$ cat src/rtl/pipe_trace_buffer.sv
// Pre/post-trigger trace capture: samples CHANNELS words per enabled cycle
// into a circular buffer, freezes POST samples after a trigger, then pops
// the captured window oldest-first with one cycle of read latency.
module pipe_trace_buffer #(
  parameter int WIDTH    = 16,
  parameter int CHANNELS = 4,
  parameter int DEPTH    = 32,
  parameter int PTR_W    = $clog2(DEPTH)
) (
  input  logic                      clk,
  input  logic                      rst,
  input  logic                      arm,
  input  logic                      trig_in,
  input  logic [PTR_W-1:0]          post_count,
  input  logic                      sample_en,
  input  logic [CHANNELS*WIDTH-1:0] ch_data,
  input  logic                      rd_req,
  output logic                      rd_valid,
  output logic [CHANNELS*WIDTH-1:0] rd_data,
  output logic                      rd_empty,
  output logic                      done,
  output logic                      triggered,
  output logic                      wrapped,
  output logic [PTR_W-1:0]          trig_index,
  output logic [PTR_W:0]            level
);

  localparam int               WORD_W    = CHANNELS * WIDTH;
  localparam logic [PTR_W-1:0] LAST_SLOT = PTR_W'(DEPTH - 1);
  localparam logic [PTR_W:0]   LEVEL_MAX = (PTR_W + 1)'(DEPTH);

  typedef enum logic [1:0] {
    S_IDLE,
    S_ARMED,
    S_POST,
    S_DONE
  } state_t;

  state_t state, state_nxt;

  logic [WORD_W-1:0] mem [DEPTH];
  logic [PTR_W-1:0]  wr_ptr;
  logic [PTR_W-1:0]  rd_ptr;
  logic [PTR_W-1:0]  post_left;

  logic do_clear;
  logic do_write;
  logic do_trig;
  logic do_pop;
  logic wr_last_slot;
  logic enter_done;

  // At most DEPTH-1 post samples fit, otherwise the trigger sample is lost.
  function automatic logic [PTR_W-1:0] clamp_post(input logic [PTR_W-1:0] v);
    if (int'(v) > DEPTH - 1) return LAST_SLOT;
    return v;
  endfunction

  // Stored-entry count stops at DEPTH once the buffer starts overwriting.
  function automatic logic [PTR_W:0] sat_inc_level(input logic [PTR_W:0] l);
    if (l == LEVEL_MAX) return l;
    return l + 1'b1;
  endfunction

  // Decode the per-cycle actions shared by the FSM and the datapath.
  always_comb begin
    do_clear     = (state == S_IDLE) || ((state == S_DONE) && arm);
    do_write     = ((state == S_ARMED) || (state == S_POST)) && sample_en;
    do_trig      = (state == S_ARMED) && sample_en && trig_in;
    do_pop       = (state == S_DONE) && !arm && rd_req && (level != '0);
    wr_last_slot = (wr_ptr == LAST_SLOT);
    enter_done   = (state != S_DONE) && (state_nxt == S_DONE);
  end

  // State register.
  always_ff @(posedge clk or negedge rst) begin
    if (!rst) state <= S_IDLE;
    else      state <= state_nxt;
  end

  // Next-state logic; a trigger without sample_en never counts.
  always_comb begin
    state_nxt = state;
    case (state)
      S_IDLE:  if (arm) state_nxt = S_ARMED;
      S_ARMED: if (do_trig)
                 state_nxt = (clamp_post(post_count) == '0) ? S_DONE : S_POST;
      S_POST:  if (sample_en && (post_left == PTR_W'(1))) state_nxt = S_DONE;
      S_DONE:  if (arm) state_nxt = S_ARMED;
      default: state_nxt = S_IDLE;
    endcase
  end

  // Capture RAM has no reset; only enabled capture cycles write it.
  always_ff @(posedge clk) begin
    if (do_write) mem[wr_ptr] <= ch_data;
  end

  // Pointers, counters, trigger bookkeeping and the registered read port.
  always_ff @(posedge clk or negedge rst) begin
    if (!rst) begin
      rd_valid   <= 1'b0;
      rd_data    <= '0;
      triggered  <= 1'b0;
      wrapped    <= 1'b0;
      trig_index <= '0;
      level      <= '0;
      wr_ptr     <= '0;
      rd_ptr     <= '0;
      post_left  <= '0;
    end else begin
      rd_valid <= 1'b0;

      if (do_clear) begin
        wr_ptr    <= '0;
        rd_ptr    <= '0;
        level     <= '0;
        wrapped   <= 1'b0;
        triggered <= 1'b0;
      end

      if (do_write) begin
        wr_ptr <= wr_ptr + 1'b1;
        level  <= sat_inc_level(level);
        if (wr_last_slot) wrapped <= 1'b1;
      end

      if (do_trig) begin
        trig_index <= wr_ptr;
        triggered  <= 1'b1;
        post_left  <= clamp_post(post_count);
      end else if ((state == S_POST) && sample_en) begin
        post_left <= post_left - 1'b1;
      end

      // Entry into DONE always coincides with a write, so wr_ptr+1 is the
      // slot after the newest sample, i.e. the oldest one once wrapped.
      if (enter_done) rd_ptr <= (wrapped || wr_last_slot) ? wr_ptr + 1'b1 : '0;

      if (do_pop) begin
        rd_data  <= mem[rd_ptr];
        rd_valid <= 1'b1;
        rd_ptr   <= rd_ptr + 1'b1;
        level    <= level - 1'b1;
      end
    end
  end

  assign done     = (state == S_DONE);
  assign rd_empty = (state == S_DONE) ? (level == '0) : 1'b1;

endmodule

$ cat config.mk
export PLATFORM = sky130hd
export DESIGN_NAME = pipe_trace_buffer
export DESIGN_NICKNAME = d
export VERILOG_FILES = /design/src/rtl/pipe_trace_buffer.sv
export SDC_FILE = /design/constraint.sdc
export NUM_CORES = 2
export LEC_CHECK = 0
export ABC_CLOCK_PERIOD_IN_PS = 12800
export CAP_MARGIN = 20
export CORE_UTILIZATION = 45
export DETAILED_ROUTE_END_ITERATION = 16
export PLACE_DENSITY = 0.7
export SLEW_MARGIN = 20
export SYNTH_ARGS = -nofsm -noshare
export SYNTH_HDL_FRONTEND = slang
export SYNTH_SLANG_ARGS = --single-unit
$ cat constraint.sdc
create_clock -name clk -period 12.8 [get_ports clk]
set_input_delay 2.56 -clock clk [delete_from_list [all_inputs] [get_ports clk]]
set_output_delay 2.56 -clock clk [all_outputs]
set_load 0.01 [all_outputs]
==> impl_metrics.yaml <==
clock_tree:
  cts.reportedPaths.clkPinSlew_ps: 60
  root_buffer: "clkbuf_16"
  clock_sinks: 2143
  cts_hold_buf: 0
  post_cts_resized: 0
  cts_tree: "built"
  clockBufferDepth: 3
  post_cts_buffers: 0
  numCtsBuffers: 201
  htreeDepth: 4
  clk_latency_ps: 840
power:
  p_total_uw: 16400
  power_frac_seq_pct: 50.2
  p_int_uw: 12300
  vdd_drop_max_uv: 151
  p_per_area_nw_per_um2: 174
  power.share.clock_pct: 37.2
  power.leakage_uw: 0.0285
  comb_power_share_pct: 12.7
  p_switching_uw: 4070
  swShare_pct: 24.9
worst_setup_path:
  endpoint_kind: "output port"
  crit_chain: "inv_1 -> ha_1 -> nor4b_1 -> nand2b_1 -> nand2_1 -> clkdlybuf4s50_1"
  crit_type: "flip-flop to output port"
  slowest_stage: "clkdlybuf4s50_1"
  crit_path_max_fanout: 8
  arrival_ps: 3010
  path_buf_inv: 2
  cpLargestDelayFamily: "simple AND/OR/NAND/NOR gates"
  required_ps: 10240
  cp_slowest_stage_delay_ps: 540
  cp-start-kind: "flip-flop"
placed_design:
  port_buffers: 154
  place_congestion: 0.831
  place_area_um2: 87500
  dp_hpwl_um: 118000
logic_synthesis:
  yosysWarnings: 0
  synthXorXnorAreaFrac_pct: 0.0634
  synth-edff-count: 2048
  synth-simple-area-share_pct: 3.04
  synthesis.area_um2: 82900
  synthMuxAreaShare_pct: 13.8
  syn_inst: 4206
  synth_async_sr_flop_share_pct: 4.43
  netlist_top_cells_count: "edfxtp_1, mux2i_1, mux4_2"
  synth_area_leader_cell: "edfxtp_1"
  synthDistinctLibCells: 60
  yosys_most_used_dff: "edfxtp_1"
  syn-num-nets: 4296
  seq_area_frac_synth_pct: 77.1
  synth_fa_ha_area_share_pct: 0.227
  netlist_top_cells_area: "edfxtp_1, mux4_2, mux2i_1"
  syn_avg_cell_area_um2: 19.7
  synth_most_common_cell: "edfxtp_1"
  synth-seq-cells: 2143
  synth_compound_area_share_pct: 4.20
  yosysTopAreaCellShare_pct: 74.2
  synth_top_family_by_area: "multiplexers"
detailed_routing:
  via_count: 41800
  drc: 8
  drtIter0Drc: 5471
  wl_um: 200000
  wl_per_cell_um: 28.3
  routed_via_density: 5.91
  dr.pass1.iters: 12
  antenna_left: 0
final_layout:
  nets: 4526
  final_layout_size_suffix_gt1_share_pct: 18.2
  nFillCells: 14300
  syn_to_final_growth_pct: 13.7
  design_area_um2: 94200
run_status:
  outcome: "finished, violations left"
  violations: "design-rule violations"
global_routing:
  antenna_found_initial: 17
  grt_pass1_vias: 40800
  grt_pass1_wl_um: 290000
  gr-usage-all-layers_pct: 21.4
  grt_overflow: 0
  grt_max_degree: 132
die:
  coreArea_um2: 183000
  die_y_um: 431
  start_util_pct: 45.3
  ios: 155
  rows: 157
  die_x_um: 431
  dieArea_um2: 186000
timing:
  hold_violations: 0
  fin_tns_setup_ps: 0
  worst_slew_pin_slew_ps: 1160
  clock.fmax_mhz: 179
  min_period_ps: 5570
  clock-skew-final_ps: 46.1
  slew_headroom_pct: 22.9
  rsz0062_at_grt: "false"
  setup_viol: 0
  report.final.slew_viol_count: 0
  fin_crit_sh_pct: 43.6
flow_run:
  cap_violations: 0
hold_path:
  hold_path_class: "flip-flop to flip-flop"
==> path summary, 6_finish.rpt <==
check / from / end / slack (ps) / depth (start not counted)
min in group asynchronous: rst / rd_valid / 1680 / 1
setup reg to reg: rd_ptr[1] / rd_data[12] / 8170 / 6
setup / recovery: level[0] / rd_empty / 7230 / 6
hold / removal: triggered / triggered / 500 / 2
hold reg to reg: triggered / triggered / 500 / 2
max in group asynchronous: rst / rd_ptr[3] / 9640 / 2
==> registers in the layout, indices dropped and copies added, names as in the netlist <==
| signal | flops |
|---|---|
| mem | 2048 |
| rd_data | 64 |
| level | 6 |
| post_left | 5 |
| rd_ptr | 5 |
| trig_index | 5 |
| wr_ptr | 5 |
| state | 2 |
| rd_valid | 1 |
| triggered | 1 |
| wrapped | 1 |
==> logic make-up after synthesis <==
| family | after synthesis |
|---|---|
| compound gates | 495 |
| flops | 2143 |
| simple gates | 505 |
| buf+inv | 269 |
| mux | 773 |
| xor+xnor | 6 |
| fa+ha+maj | 15 |
==> cells in the final DEF (no fill, tap or decap), types with 31 or more instances in the layout <==
master and n:
a211oi_1 45, a21oi_1 76, a22oi_1 107, and3_1 54, buf_4 113, clkbuf_1 49
clkbuf_16 204, clkdlybuf4s50_1 140, clkinv_1 31, clkinv_2 36, dfrtp_1 90, edfxtp_1 2048
mux2_2 60, mux2i_1 425, mux4_2 288, nand2_1 184, nand2b_1 57, nand3_1 63
nor2_4 33, o211ai_1 110, o21ai_0 36, o31ai_1 54
==> worst register-to-register path, delay by kind of cell, from the launching register on <==
| kind | cells | cell delay [ps] |
|---|---|---|
| flip-flops | 1 | 1110 |
| buffers and inverters | 3 | 2280 |
| AO/OA/AOI/OAI | 2 | 650 |
| multiplexers | 1 | 430 |
==> stage by stage <==
step / hold WS (ps) / cells / utilization [%] / setup slack, ps
after floorplan: 512 / 4206 / - / 6480
after global placement: 479 / 6697 / 47.8 / 6420
after detailed placement: 483 / 6697 / 47.8 / 6440
after CTS: 499 / 7076 / 51.5 / 7190
after global routing: 517 / 7076 / 51.5 / 6910
final: 497 / 7077 / 51.5 / 7230
==> area by class of cell <==
type | instances | area (um2) | area share, %
Multi-Input combinational cell | 1794 | 18000 | 19.0
Inverter | 23 | 86.3 | 0.0916
Timing Repair Buffer | 273 | 2450 | 2.60
Clock buffer | 270 | 5520 | 5.86
Tap cell | 2464 | 3080 | 3.27
Sequential cell | 2143 | 63900 | 67.8
Antenna cell | 1 | 2.50 | 0.00266
Clock inverter | 109 | 1260 | 1.34
==> power groups by stage <==
stage | logic, uW | clock network (uW) | registers [uW]
global route | 2230 | 6420 | 8240
floorplan | 1140 | 0 | 8280
global placement | 2060 | 0 | 8370
CTS | 2090 | 6160 | 8230
detailed placement | 2080 | 0 | 8380
finish | 2070 | 6090 | 8220
==> metal layers <==
metal	up-vias	track usage, %	wire length [um]
li1	17600	-	-
met1	22000	31.9	84700
met2	1893	32.7	93400
met3	250	4.12	18000
met4	14	5.23	4040
met5	-	0	88
No activity file was read; power rests on OpenSTA's default activity.
